==> src/rtl/if_stage_pkg.sv <==
// Shared types and constants for the RV32 instruction-fetch stage.
package if_stage_pkg;

  localparam int XLEN = 32;
  localparam logic [XLEN-1:0] RV_NOP           = 32'h0000_0013;
  localparam logic [XLEN-1:0] RESET_PC_DEFAULT = 32'h0000_0000;

  typedef struct packed {
    logic [XLEN-1:0] pc;
    logic [XLEN-1:0] instr;
  } fetch_entry_t;

  localparam int FETCH_W = $bits(fetch_entry_t);

  function automatic logic [XLEN-1:0] pc_inc(input logic [XLEN-1:0] pc);
    return pc + 32'd4;
  endfunction

endpackage

==> src/rtl/if_stage_chk.sv <==
// Protocol and bookkeeping assertions for the fetch stage.
module if_stage_chk #(
  parameter int DEPTH = 2,
  parameter int CNT_W = 2,
  parameter int SUM_W = 4
) (
  input logic             clk_i,
  input logic             rst_ni,
  input logic             rvalid_i,
  input logic             pcq_valid_i,
  input logic [CNT_W-1:0] pcq_cnt_i,
  input logic [CNT_W-1:0] pend_i,
  input logic [SUM_W-1:0] credit_i
);

  a_rvalid_expected: assert property (@(posedge clk_i) disable iff (!rst_ni)
    rvalid_i |-> pcq_valid_i);

  a_pcq_tracks_pending: assert property (@(posedge clk_i) disable iff (!rst_ni)
    pcq_cnt_i == pend_i);

  a_credit_bound: assert property (@(posedge clk_i) disable iff (!rst_ni)
    credit_i <= SUM_W'(DEPTH));

endmodule

==> src/rtl/if_stage_sync_fifo.sv <==
// Synchronous FIFO with flush and a registered head: head_o/valid_o already
// hold the entry that will be at the front after this cycle's push/pop.
module if_stage_sync_fifo #(
  parameter int               WIDTH     = 32,
  parameter int               DEPTH     = 2,
  parameter logic [WIDTH-1:0] EMPTY_VAL = '0
) (
  input  logic                     clk_i,
  input  logic                     rst_ni,
  input  logic                     flush_i,
  input  logic                     push_i,
  input  logic [WIDTH-1:0]         wdata_i,
  input  logic                     pop_i,
  output logic [WIDTH-1:0]         head_o,
  output logic                     valid_o,
  output logic [$clog2(DEPTH):0]   count_o
);

  localparam int PTR_W = $clog2(DEPTH);
  localparam int CNT_W = PTR_W + 1;

  logic [WIDTH-1:0] mem_q [DEPTH];
  logic [PTR_W-1:0] rd_q, rd_d, wr_q, wr_d;
  logic [CNT_W-1:0] cnt_q, cnt_d;
  logic [WIDTH-1:0] head_q, head_d;
  logic             valid_q, valid_d;
  logic             pop_ok, push_ok;

  assign pop_ok  = pop_i && (cnt_q != '0);
  assign push_ok = push_i && ((cnt_q != CNT_W'(DEPTH)) || pop_ok);

  // Next pointers/count and the entry that becomes the new head
  always_comb begin
    rd_d    = rd_q;
    wr_d    = wr_q;
    cnt_d   = cnt_q;
    head_d  = EMPTY_VAL;
    valid_d = 1'b0;
    if (flush_i) begin
      rd_d  = '0;
      wr_d  = '0;
      cnt_d = '0;
    end else begin
      rd_d  = rd_q + PTR_W'(pop_ok);
      wr_d  = wr_q + PTR_W'(push_ok);
      cnt_d = cnt_q + CNT_W'(push_ok) - CNT_W'(pop_ok);
      // The incoming word is the new head when it lands in the slot rd_d points at
      if (cnt_d != '0) begin
        valid_d = 1'b1;
        head_d  = (push_ok && (wr_q == rd_d)) ? wdata_i : mem_q[rd_d];
      end else begin
        valid_d = 1'b0;
        head_d  = EMPTY_VAL;
      end
    end
  end

  // Storage array write
  always_ff @(posedge clk_i) begin
    if (push_ok && !flush_i) begin
      mem_q[wr_q] <= wdata_i;
    end
  end

  // Pointer, count and head registers
  always_ff @(posedge clk_i or negedge rst_ni) begin
    if (!rst_ni) begin
      rd_q    <= '0;
      wr_q    <= '0;
      cnt_q   <= '0;
      head_q  <= EMPTY_VAL;
      valid_q <= 1'b0;
    end else begin
      rd_q    <= rd_d;
      wr_q    <= wr_d;
      cnt_q   <= cnt_d;
      head_q  <= head_d;
      valid_q <= valid_d;
    end
  end

  assign head_o  = head_q;
  assign valid_o = valid_q;
  assign count_o = cnt_q;

endmodule

==> src/rtl/if_stage.sv <==
// RV32 instruction-fetch stage: owns the PC, issues in-order imem requests under
// a credit limit, buffers responses for decode and flushes on redirect.
module if_stage
  import if_stage_pkg::*;
#(
  parameter logic [31:0] RESET_PC  = RESET_PC_DEFAULT,
  parameter int          DEPTH     = 2,
  parameter logic [31:0] NOP_INSTR = RV_NOP
) (
  input  logic        clk,
  input  logic        rst_n,
  output logic        imem_req,
  output logic [31:0] imem_addr,
  input  logic        imem_gnt,
  input  logic        imem_rvalid,
  input  logic [31:0] imem_rdata,
  input  logic        redirect_valid,
  input  logic [31:0] redirect_pc,
  input  logic        stall_d,
  output logic [31:0] instr_d,
  output logic [31:0] pc_d,
  output logic [31:0] pc_plus4_d,
  output logic        valid_d
);

  localparam int CNT_W = $clog2(DEPTH) + 1;
  localparam int SUM_W = CNT_W + 2;

  logic [XLEN-1:0]  fetch_pc_q, fetch_pc_d;
  logic [CNT_W-1:0] out_q, out_d, kill_q, kill_d;
  logic             req_en_q;
  logic [CNT_W-1:0] fifo_cnt, pcq_cnt;
  logic [SUM_W-1:0] credit;
  logic             grant, resp_keep, fifo_pop, head_valid, pcq_valid;
  logic [XLEN-1:0]  pcq_head;
  fetch_entry_t     head, wentry;

  // Killed responses still occupy credit until they come back
  assign credit    = SUM_W'(out_q) + SUM_W'(kill_q) + SUM_W'(fifo_cnt);
  assign imem_req  = req_en_q && (credit < SUM_W'(DEPTH)) && !redirect_valid;
  assign imem_addr = fetch_pc_q;
  assign grant     = imem_req && imem_gnt;
  assign resp_keep = imem_rvalid && (kill_q == '0) && !redirect_valid;
  assign fifo_pop  = head_valid && !stall_d;

  assign wentry.pc    = pcq_head;
  assign wentry.instr = imem_rdata;

  // Next PC and outstanding/kill bookkeeping
  always_comb begin
    out_d      = out_q;
    kill_d     = kill_q;
    fetch_pc_d = fetch_pc_q;
    if (redirect_valid) begin
      kill_d     = kill_q + out_q - CNT_W'(imem_rvalid);
      out_d      = '0;
      fetch_pc_d = redirect_pc & 32'hFFFF_FFFC;
    end else begin
      if (imem_rvalid && (kill_q != '0)) begin
        kill_d = kill_q - CNT_W'(1);
      end else begin
        kill_d = kill_q;
      end
      out_d = out_q + CNT_W'(grant) - CNT_W'(resp_keep);
      if (grant) begin
        fetch_pc_d = pc_inc(fetch_pc_q);
      end else begin
        fetch_pc_d = fetch_pc_q;
      end
    end
  end

  // PC, counters and the post-reset request enable
  always_ff @(posedge clk or negedge rst_n) begin
    if (!rst_n) begin
      fetch_pc_q <= RESET_PC;
      out_q      <= '0;
      kill_q     <= '0;
      req_en_q   <= 1'b0;
    end else begin
      fetch_pc_q <= fetch_pc_d;
      out_q      <= out_d;
      kill_q     <= kill_d;
      req_en_q   <= 1'b1;
    end
  end

  if_stage_sync_fifo #(
    .WIDTH     (FETCH_W),
    .DEPTH     (DEPTH),
    .EMPTY_VAL ({32'h0000_0000, NOP_INSTR})
  ) u_fetch_fifo (
    .clk_i   (clk),
    .rst_ni  (rst_n),
    .flush_i (redirect_valid),
    .push_i  (resp_keep),
    .wdata_i (wentry),
    .pop_i   (fifo_pop),
    .head_o  (head),
    .valid_o (head_valid),
    .count_o (fifo_cnt)
  );

  // Never flushed: killed responses still pop their PC entry in order
  if_stage_sync_fifo #(
    .WIDTH     (XLEN),
    .DEPTH     (DEPTH),
    .EMPTY_VAL (32'h0000_0000)
  ) u_pc_queue (
    .clk_i   (clk),
    .rst_ni  (rst_n),
    .flush_i (1'b0),
    .push_i  (grant),
    .wdata_i (fetch_pc_q),
    .pop_i   (imem_rvalid),
    .head_o  (pcq_head),
    .valid_o (pcq_valid),
    .count_o (pcq_cnt)
  );

  if_stage_chk #(
    .DEPTH (DEPTH),
    .CNT_W (CNT_W),
    .SUM_W (SUM_W)
  ) u_chk (
    .clk_i       (clk),
    .rst_ni      (rst_n),
    .rvalid_i    (imem_rvalid),
    .pcq_valid_i (pcq_valid),
    .pcq_cnt_i   (pcq_cnt),
    .pend_i      (out_q + kill_q),
    .credit_i    (credit)
  );

  assign instr_d    = head.instr;
  assign pc_d       = head.pc;
  assign valid_d    = head_valid;
  assign pc_plus4_d = pc_inc(head.pc);

endmodule

==> config.mk <==
export PLATFORM = sky130hd
export DESIGN_NAME = if_stage
export DESIGN_NICKNAME = d
export VERILOG_FILES = /design/src/rtl/if_stage_pkg.sv /design/src/rtl/if_stage_chk.sv /design/src/rtl/if_stage_sync_fifo.sv /design/src/rtl/if_stage.sv
export SDC_FILE = /design/constraint.sdc
export NUM_CORES = 1
export LEC_CHECK = 0
export ABC_AREA = 1
export CAP_MARGIN = 10
export CELL_PAD_IN_SITES_DETAIL_PLACEMENT = 0
export CELL_PAD_IN_SITES_GLOBAL_PLACEMENT = 1
export CORE_UTILIZATION = 35
export CTS_CLUSTER_DIAMETER = 30
export DETAILED_ROUTE_END_ITERATION = 10
export PLACE_DENSITY_LB_ADDON = 0.1
export SYNTH_ARGS = -nofsm -noshare
export SYNTH_HDL_FRONTEND = slang
export SYNTH_SLANG_ARGS = --single-unit
==> constraint.sdc <==
create_clock -name clk -period 5.7 [get_ports clk]
set_input_delay 1.71 -clock clk [delete_from_list [all_inputs] [get_ports clk]]
set_output_delay 1.71 -clock clk [all_outputs]
set_load 0.1 [all_outputs]
=== Yosys cells after proc, flatten, opt, wreduce, memory -nomap -nowiden ===
Memory sizes are Yosys's and may differ from the RTL's.
Index checks and enable logic that the tools add are counted.

* Add/subtract/negate cells: 17
* $lt $le $gt $ge: 1
* Equal/unequal tests: 4
* Multiplexer cells: 19
* Reductions and logical operators: 26

{| class="wikitable"
|+ Operators by type and width
! cell !! count
|-
| $mux 64 || 3
|-
| $mux 32 || 4
|-
| $add 32x3->32 const B || 2
|-
| $logic_and 1x1->1 || 14
|-
| $reduce_bool 2->1 || 7
|-
| $mux 1 || 8
|-
| $mux 2 || 4
|-
| $sub 2x1->2 || 4
|-
| $add 2x1->2 || 3
|-
| $add 1x1->1 || 4
|-
| $add 3x2->4 || 1
|-
| $lt 4x2->1 const B || 1
|-
| $ne 2x2->1 const B || 2
|-
| $add 2x2->3 || 1
|-
| $add 2x2->2 || 1
|-
| $eq 1x1->1 || 2
|-
| $logic_not 1->1 || 2
|-
| $logic_not 2->1 || 1
|-
| $logic_or 1x1->1 || 2
|-
| $sub 2x1->2 const B || 1
|}

* Register bits: 142
* Bits in writable memories: 192
* Bits of input ports: 70
* Output and inout port bits: 130
* Word-level logic and storage cells: 82
* Memories: 2

{| class="wikitable"
|+ Memory list
! name !! words !! width !! rd ports !! clocked after memory_dff !! write ports !! line !! source
|-
| u_fetch_fifo.mem_q || 2 || 64 || 1 || 0 || 1 || if_stage_sync_fifo.sv:22 || <nowiki>logic [WIDTH-1:0] mem_q [DEPTH];</nowiki>
|-
| u_pc_queue.mem_q || 2 || 32 || 1 || 0 || 1 || if_stage_sync_fifo.sv:22 ||
|}

=== Depth between registers and ports, before layout ===
Gate-level depths: netlist of run 1.

* Word-level depth: 11
* Gate-level depth with buffers: 17
* Depth with buffers taken out: 15

=== Hierarchy ===
From an unflattened synthesis of run 1, not the netlist that was laid out.

* Cells, all modules: 1962
* Area total of the unflattened synthesis: 16520.8 µm²

{| class="wikitable"
|+ Modules (own cells, without submodules)
! module !! times used !! cells each !! area an instance (µm²)
|-
| if_stage_sync_fifo at u_fetch_fifo || 1 || 917 || 8583.2
|-
| if_stage_sync_fifo at u_pc_queue || 1 || 485 || 4488.1
|-
| if_stage || 1 || 560 || 3449.6
|}

=== Worst setup path before layout of run 1 ===
OpenSTA, ideal clock, no wires.

* Kind: in2reg
* Start point: in stall_d
* End point: mem u_fetch_fifo.mem_q[1][0] (netlist bit), enable pin
* Setup time: 0.484 ns
* Data arrival time: 5.024 ns
* Data required time: 5.216 ns
* Slack: 0.192 ns
* Stages: 6
* Path buffers: 1
* Path through: nor2_4 -> nand2_2 -> a21oi_2 -> buf_2 -> inv_1 -> nor2_1

* Cells in the longest elaborated chain, start to end: 8

{| class="wikitable"
|+ RTL lines
! item !! line !! source
|-
| start, declared || if_stage.sv:19 || <nowiki>input logic stall_d,</nowiki>
|-
| $logic_not 1->1 || if_stage.sv:44 || <nowiki>assign fifo_pop = head_valid && !stall_d;</nowiki>
|-
| $logic_and 1x1->1 || if_stage.sv:44 ||
|-
| $logic_and 1x1->1 || if_stage_sync_fifo.sv:29 || <nowiki>assign pop_ok = pop_i && (cnt_q != '0);</nowiki>
|-
| $logic_or 1x1->1 || if_stage_sync_fifo.sv:30 || <nowiki>assign push_ok = push_i && ((cnt_q != CNT_W'(DEPTH)) || pop_ok);</nowiki>
|-
| $logic_and 1x1->1 || if_stage_sync_fifo.sv:30 ||
|-
| $logic_and 1x1->1 || if_stage_sync_fifo.sv:60 || <nowiki>if (push_ok && !flush_i) begin</nowiki>
|-
| $mux 1 || if_stage_sync_fifo.sv:60 ||
|-
| $mux 1 (implied by the code) || if_stage_sync_fifo.sv:61 || <nowiki>mem_q[wr_q] <= wdata_i;</nowiki>
|-
| end, declared || if_stage_sync_fifo.sv:22 ||
|}

No other way between the ends.

=== Worst setup path after layout of run 1 ===
* Start point: reg u_fetch_fifo.head_q[36] (netlist: u_fetch_fifo.head_o[36])
* End point: out pc_plus4_d[27]

* Cells in the longest elaborated chain, start to end: 1

{| class="wikitable"
|+ RTL lines
! item !! line !! source
|-
| start, declared || if_stage_sync_fifo.sv:25 || <nowiki>logic [WIDTH-1:0] head_q, head_d;</nowiki>
|-
| start signal, assigned || if_stage_sync_fifo.sv:71 || <nowiki>head_q <= EMPTY_VAL;</nowiki>
|-
| start signal, assigned || if_stage_sync_fifo.sv:77 || <nowiki>head_q <= head_d;</nowiki>
|-
| $add 32x3->32 || if_stage_pkg.sv:16 || <nowiki>return pc + 32'd4;</nowiki>
|-
| end, declared || if_stage.sv:22 || <nowiki>output logic [31:0] pc_plus4_d,</nowiki>
|}

No other way between the ends.

==> results.cfg, run 1 <==
[outcome]
status = finished, final reports clean

[floorplan]
rows = 75
die_h_um = 210
ioPinCount = 200
start_util_pct = 35.8
fp.dieW_um = 210
die-area_sq_mm = 0.0441
core_sq_mm = 0.0423

[layout]
drive_gt1_share_pct = 9.21
layout_commonest_cell = nand2_1
design_area_sq_mm = 0.0206
instances_no_fill = 2598
finalNetCount = 2035
syn2layout_area_growth_pct = 36.0
multi_input_area_sq_mm = 0.00504
seq_area_sq_mm = 0.00896
mostFrequentLayoutCells = nand2_1, inv_1, nand3_1
fill_cells = 4002

[clocking]
clock_sinks = 321
post_cts_buffers = 0
cts_buffers = 85
post_cts_resized = 0
clk_latency_ps = 590
cts_tree = yes
root_buffer = clkbuf_16
clock_tree.buffer_depth = 3
htreeDepth = 3
path_clk_slew_ps = 40
hold_buffers = 0

[power]
p_int_w = 0.00681
clkPwrFrac_pct = 42.8
peakVddDrop_v = 0.000345
pwr-share-seq_pct = 29.7
power_density_mw_per_mm2 = 520
p_sw_w = 0.00388
swShare_pct = 36.3
leakagePower_nw = 9.29
comb_power_share_pct = 27.5

[placed_design]
post-place-ws_ps = 1060
dpl.hpwl_mm = 26.6
place_congestion = 0.840
io_buffers = 195
place_inst = 2438
placed_area_sq_mm = 0.0177

[detailed_routing]
vias = 11900
route.met3.wl_mm = 2.05
wire_per_inst_um = 15.9
top_layer = met4
vias_per_cell = 4.58
ant_nets = 0
post-route-drc-count = 0
wl_met1_mm = 19.7
routed_wl_mm = 41.4
wl_met2_mm = 18.6
dr.first_iter.drc_count = 581
first_pass_iters = 6

[worst_setup_path]
required_ps = 3990
crit_path_end_kind = primary output
timing_worst_setup_path_type = register to primary output
start_kind = register
path_max_fanout = 6
crit_arrival_ps = 3300

[synth]
ys_ff_latch = 321
netlist_instances = 1713
async_flop_share_pct = 42.7
yosysUniqueCellTypes = 37
syn_avg_cell_area_sq_um = 8.84
yosysWarnings = 0
ys.flop_type = edfxtp_1
synth_edf_count = 184
synth.cell_area_sq_mm = 0.0151
yosysSeqAreaShare_pct = 59.2

[sta]
max_freq_mhz = 200
slew_viol_final = 0
final.setup.worst_slack_ps = 691
setup_viol = 0
fin_crit_ps = 5010
setup-tns-final_ps = 0
skew_ps = 17.8
period_share_pct = 87.9
rsz0062_at_grt = false
tightest_slew_ps = 1010
report.final.hold_viol_count = 0
slew_headroom_pct = 32.6

[flow_run]
cap_violations = 0

[grt]
grt_max_degree = 79
grt_first_pass_wirelength_mm = 65.4
grt_pass1_vias = 11700
antenna_found_initial = 1
grt_use_total_pct = 19.1
gr-total-overflow = 0

[min_path]
hp-class = register to register
[cell type report]
class	count	area share, %
Clock inverter	50	2.54
Clock buffer	109	11.2
Sequential cell	321	43.5
Timing Repair Buffer	221	10.7
Tap cell	577	3.51
Inverter	221	4.03
Multi-Input combinational cell	1098	24.5
Antenna cell	1	0.0122
[metal layers]
metal | up-vias | GRT usage, %
met5 | - | 0
met2 | 326 | 29.9
met4 | 0 | 6.59
met1 | 5510 | 26.4
li1 | 5965 | -
met3 | 87 | 3.87
[cell usage after synthesis (2+ instances only)]
| cell | number | share of area, % |
|---|---|---|
| ha_1 | 16 | 1.3 |
| o21ai_0 | 21 | 0.69 |
| buf_4 | 9 | 0.45 |
| buf_1 | 3 | 0.074 |
| xor2_1 | 24 | 1.4 |
| nor3_1 | 20 | 0.66 |
| dfrtp_1 | 134 | 22 |
| edfxtp_1 | 184 | 36 |
| conb_1 | 2 | 0.050 |
| o211ai_1 | 9 | 0.45 |
| nand3_1 | 215 | 7.1 |
| xnor2_1 | 13 | 0.75 |
| inv_1 | 216 | 5.4 |
| buf_2 | 36 | 1.2 |
| nand4_1 | 7 | 0.29 |
| nand2_1 | 526 | 13 |
| nand3_2 | 3 | 0.20 |
| inv_2 | 4 | 0.099 |
| nor2_1 | 183 | 4.5 |
| o221ai_1 | 3 | 0.17 |
| a21oi_1 | 32 | 1.1 |
| nand2_2 | 5 | 0.21 |
| dfstp_2 | 3 | 0.52 |
| nand3b_1 | 7 | 0.35 |
| clkbuf_1 | 26 | 0.64 |
[flip-flops by register name (all words and copies together) (netlist names)]
name                  cells
u_fetch_fifo.mem_q      124
u_fetch_fifo.head_o      63
u_pc_queue.mem_q         60
imem_addr                30
u_pc_queue.head_o        30
kill_q                    2
out_q                     2
u_fetch_fifo.count_o      2
u_pc_queue.count_o        2
req_en_q                  1
u_fetch_fifo.rd_q         1
u_fetch_fifo.valid_o      1
u_fetch_fifo.wr_q         1
u_pc_queue.rd_q           1
u_pc_queue.wr_q           1
[power by group through the flow]
stage	clock network (W)	logic [W]	registers, W
floorplan	0	0.00146	0.00384
global placement	0	0.00294	0.00320
detailed placement	0	0.00297	0.00321
CTS	0.00467	0.00298	0.00318
global route	0.00482	0.00322	0.00322
finish	0.00458	0.00294	0.00318
[path summary, 6_finish.rpt]
path | endpoint | startpoint | slack [ps] | cells after the start
worst min register to register | u_fetch_fifo.mem_q[0][52] | u_pc_queue.head_o[20] | 460 | 0
worst max register to register | u_pc_queue.head_o[21] | out_q[1] | 2010 | 14
min in group asynchronous | u_fetch_fifo.head_o[19] | rst_n | 1160 | 1
worst min-delay path | u_fetch_fifo.mem_q[0][52] | u_pc_queue.head_o[20] | 460 | 0
max in group asynchronous | u_fetch_fifo.head_o[0] | rst_n | 3440 | 2
worst max-delay path | pc_plus4_d[27] | u_fetch_fifo.head_o[36] | 690 | 7
[critical path: stages (launching register included)]
cell,delay (ps)
dfrtp_1,440
nand3_1,250
inv_1,110
nand2_1,100
nor2_1,250
nand4_1,170
xnor2_1,210
clkdlybuf4s50_1,1170
[per-stage QoR]
| stage | utilization (%) | hold WS [ps] | total power (W) |
|---|---|---|---|
| detailed placement | 41.9 | 455 | 0.00618 |
| global route | 48.6 | 480 | 0.0113 |
| finish | 48.6 | 463 | 0.0107 |
| floorplan | - | 442 | 0.00529 |
| CTS | 48.6 | 465 | 0.0108 |
| global placement | 41.9 | 453 | 0.00615 |
[cell families after synthesis]
logic type	after synthesis	synth area share (%)
and+or+nand+nor	972	26.7
xor gates and xnor gates	37	2.14
buffers and inverters	296	7.91
adders and majority gates	17	1.45
DFF	321	59.2
AOI/OAI and AO/OA	68	2.56
other	2	0.0496
(Power assumes the default switching activity.)
==> run 2: changes to the inputs <==
- CORE_ASPECT_RATIO: unset -> 1.2
- GPL_TIMING_DRIVEN: unset -> 0
==> run 2 against run 1 <==
Against the previous run: flip-flop and latch count unchanged; core utilization down 0.66 points; routed wire length up 1.4%; via count down 0.21%; die area about the same; cell count about the same; non-clock buffer count up 54; largest cell class unchanged.
==> results.cfg, run 2 (synthesis gave the netlist of run 1 again) <==
[outcome]
status = finished, final reports clean

[sta]
skew_ps = 25.3
slew_headroom_pct = 33.7
final.setup.worst_slack_ps = 115
rsz0062_at_grt = false
tightest_slew_ps = 991
timing.hold.ws_ps = 472
slew_viol_final = 0
setup-tns-final_ps = 0
report.final.hold_viol_count = 0
setup_viol = 0
max_freq_mhz = 179
period_share_pct = 98.0
fin_crit_ps = 5590

[worst_setup_path]
crit_path_end_kind = primary output
path_max_fanout = 8
crit_arrival_ps = 3880
required_ps = 3990
start_kind = input pin
timing_worst_setup_path_type = input pin to primary output

[detailed_routing]
vias = 11900
first_pass_iters = 5
vias_per_cell = 4.56
post-route-drc-count = 0
routed_wl_mm = 42.0
wire_per_inst_um = 16.2
ant_nets = 0
dr.first_iter.drc_count = 509

[power]
leakagePower_nw = 9.28
comb_power_share_pct = 28.5
p_int_w = 0.00660
swShare_pct = 36.6
pwr-share-seq_pct = 30.3
power_density_mw_per_mm2 = 508
p_sw_w = 0.00381
clkPwrFrac_pct = 41.1
peakVddDrop_v = 0.000297

[grt]
grt_max_degree = 90
grt_first_pass_wirelength_mm = 65.8
grt_pass1_vias = 11800
antenna_found_initial = 0
grt_use_total_pct = 19.5
gr-total-overflow = 0

[layout]
mostFrequentLayoutCells = nand2_1, inv_1, nand3_1
largest_reg_flops = 124
syn2layout_area_growth_pct = 35.3
num_antenna_cells = 0
layout_commonest_cell = nand2_1
finalNetCount = 2076
top_register = u_fetch_fifo.mem_q
drive_gt1_share_pct = 9.52
instances_no_fill = 2600
postLayoutCoreUtil_pct = 48.0

[clocking]
clk_latency_ps = 600
htreeDepth = 3
path_clk_slew_ps = 40
post_cts_resized = 0
clock_tree.buffer_depth = 3
hold_buffers = 0
cts_buffers = 72
clock_sinks = 321
root_buffer = clkbuf_16
cts_tree = yes
post_cts_buffers = 0

[placed_design]
place_congestion = 0.854
place_inst = 2467
io_buffers = 195
dpl.hpwl_mm = 30.5
post-place-ws_ps = 82.0

[floorplan]
die-area_sq_mm = 0.0441
die_h_um = 230
core_sq_mm = 0.0427
fp.dieW_um = 192
start_util_pct = 35.5
rows = 83
ioPinCount = 200

[min_path]
hp-class = register to register

[flow_run]
cap_violations = 0
-- run 2: changes by cell type in the layout (fill, tap and decap cells not counted), sizes merged --
cell           delta
clkdlybuf4s50     +2
clkinvlp          -4
clkbuf            +5
buf              +26
bufinv            +3
clkinv           -15
inv              +11
diode             -1
-- run 2: critical path: stages --
cell,delay (ps)
clkdlybuf4s50_1,570
inv_2,250
nand3b_1,100
nor2_1,110
clkdlybuf4s50_1,1140
-- run 2: metal layers --
layer	part of all wire (%)	GRT usage [%]
met1	43	24.4
met2	49	32.3
met3	4.6	3.45
met4	3.7	9.97
met5	0	0
-- run 2: final cells by class --
type                       instances  area, sq um
buffer                            75          368
clock buffer                      88         1980
clock inverter                    45          574
fill                            4121        22200
inverter                         221          830
multi-input combinational       1098         5010
sequential                       321         8960
tap                              552          691
timing repair buffer             200         2070
-- run 2: final timing paths --
check,from,end,slack [ps],cells after the start
max,redirect_valid,imem_req,110,5
min,u_pc_queue.head_o[27],u_fetch_fifo.mem_q[1][59],470,0
max reg2reg,out_q[1],u_pc_queue.head_o[10],1670,15
min reg2reg,u_pc_queue.head_o[27],u_fetch_fifo.mem_q[1][59],470,0
max in group asynchronous,rst_n,imem_addr[24],3810,2
min in group asynchronous,rst_n,u_fetch_fifo.head_o[13],1050,1
-- run 2: through the flow --
step           total power, W  instance area (sq um)
5_1_grt                0.0109                  20500
3_5_place_dp          0.00619                  17900
3_3_place_gp          0.00616                  17800
4_1_cts                0.0105                  20500
2_1_floorplan         0.00529                  15100
6_report               0.0104                  20500
-- run 2: power by group through the flow --
stage / Combinational (W) / Sequential (W) / Clock (W)
2_1_floorplan: 0.00146 / 0.00384 / 0
3_3_place_gp: 0.00297 / 0.00319 / 0
3_5_place_dp: 0.00300 / 0.00319 / 0
4_1_cts: 0.00301 / 0.00316 / 0.00437
5_1_grt: 0.00326 / 0.00320 / 0.00449
6_report: 0.00297 / 0.00316 / 0.00428
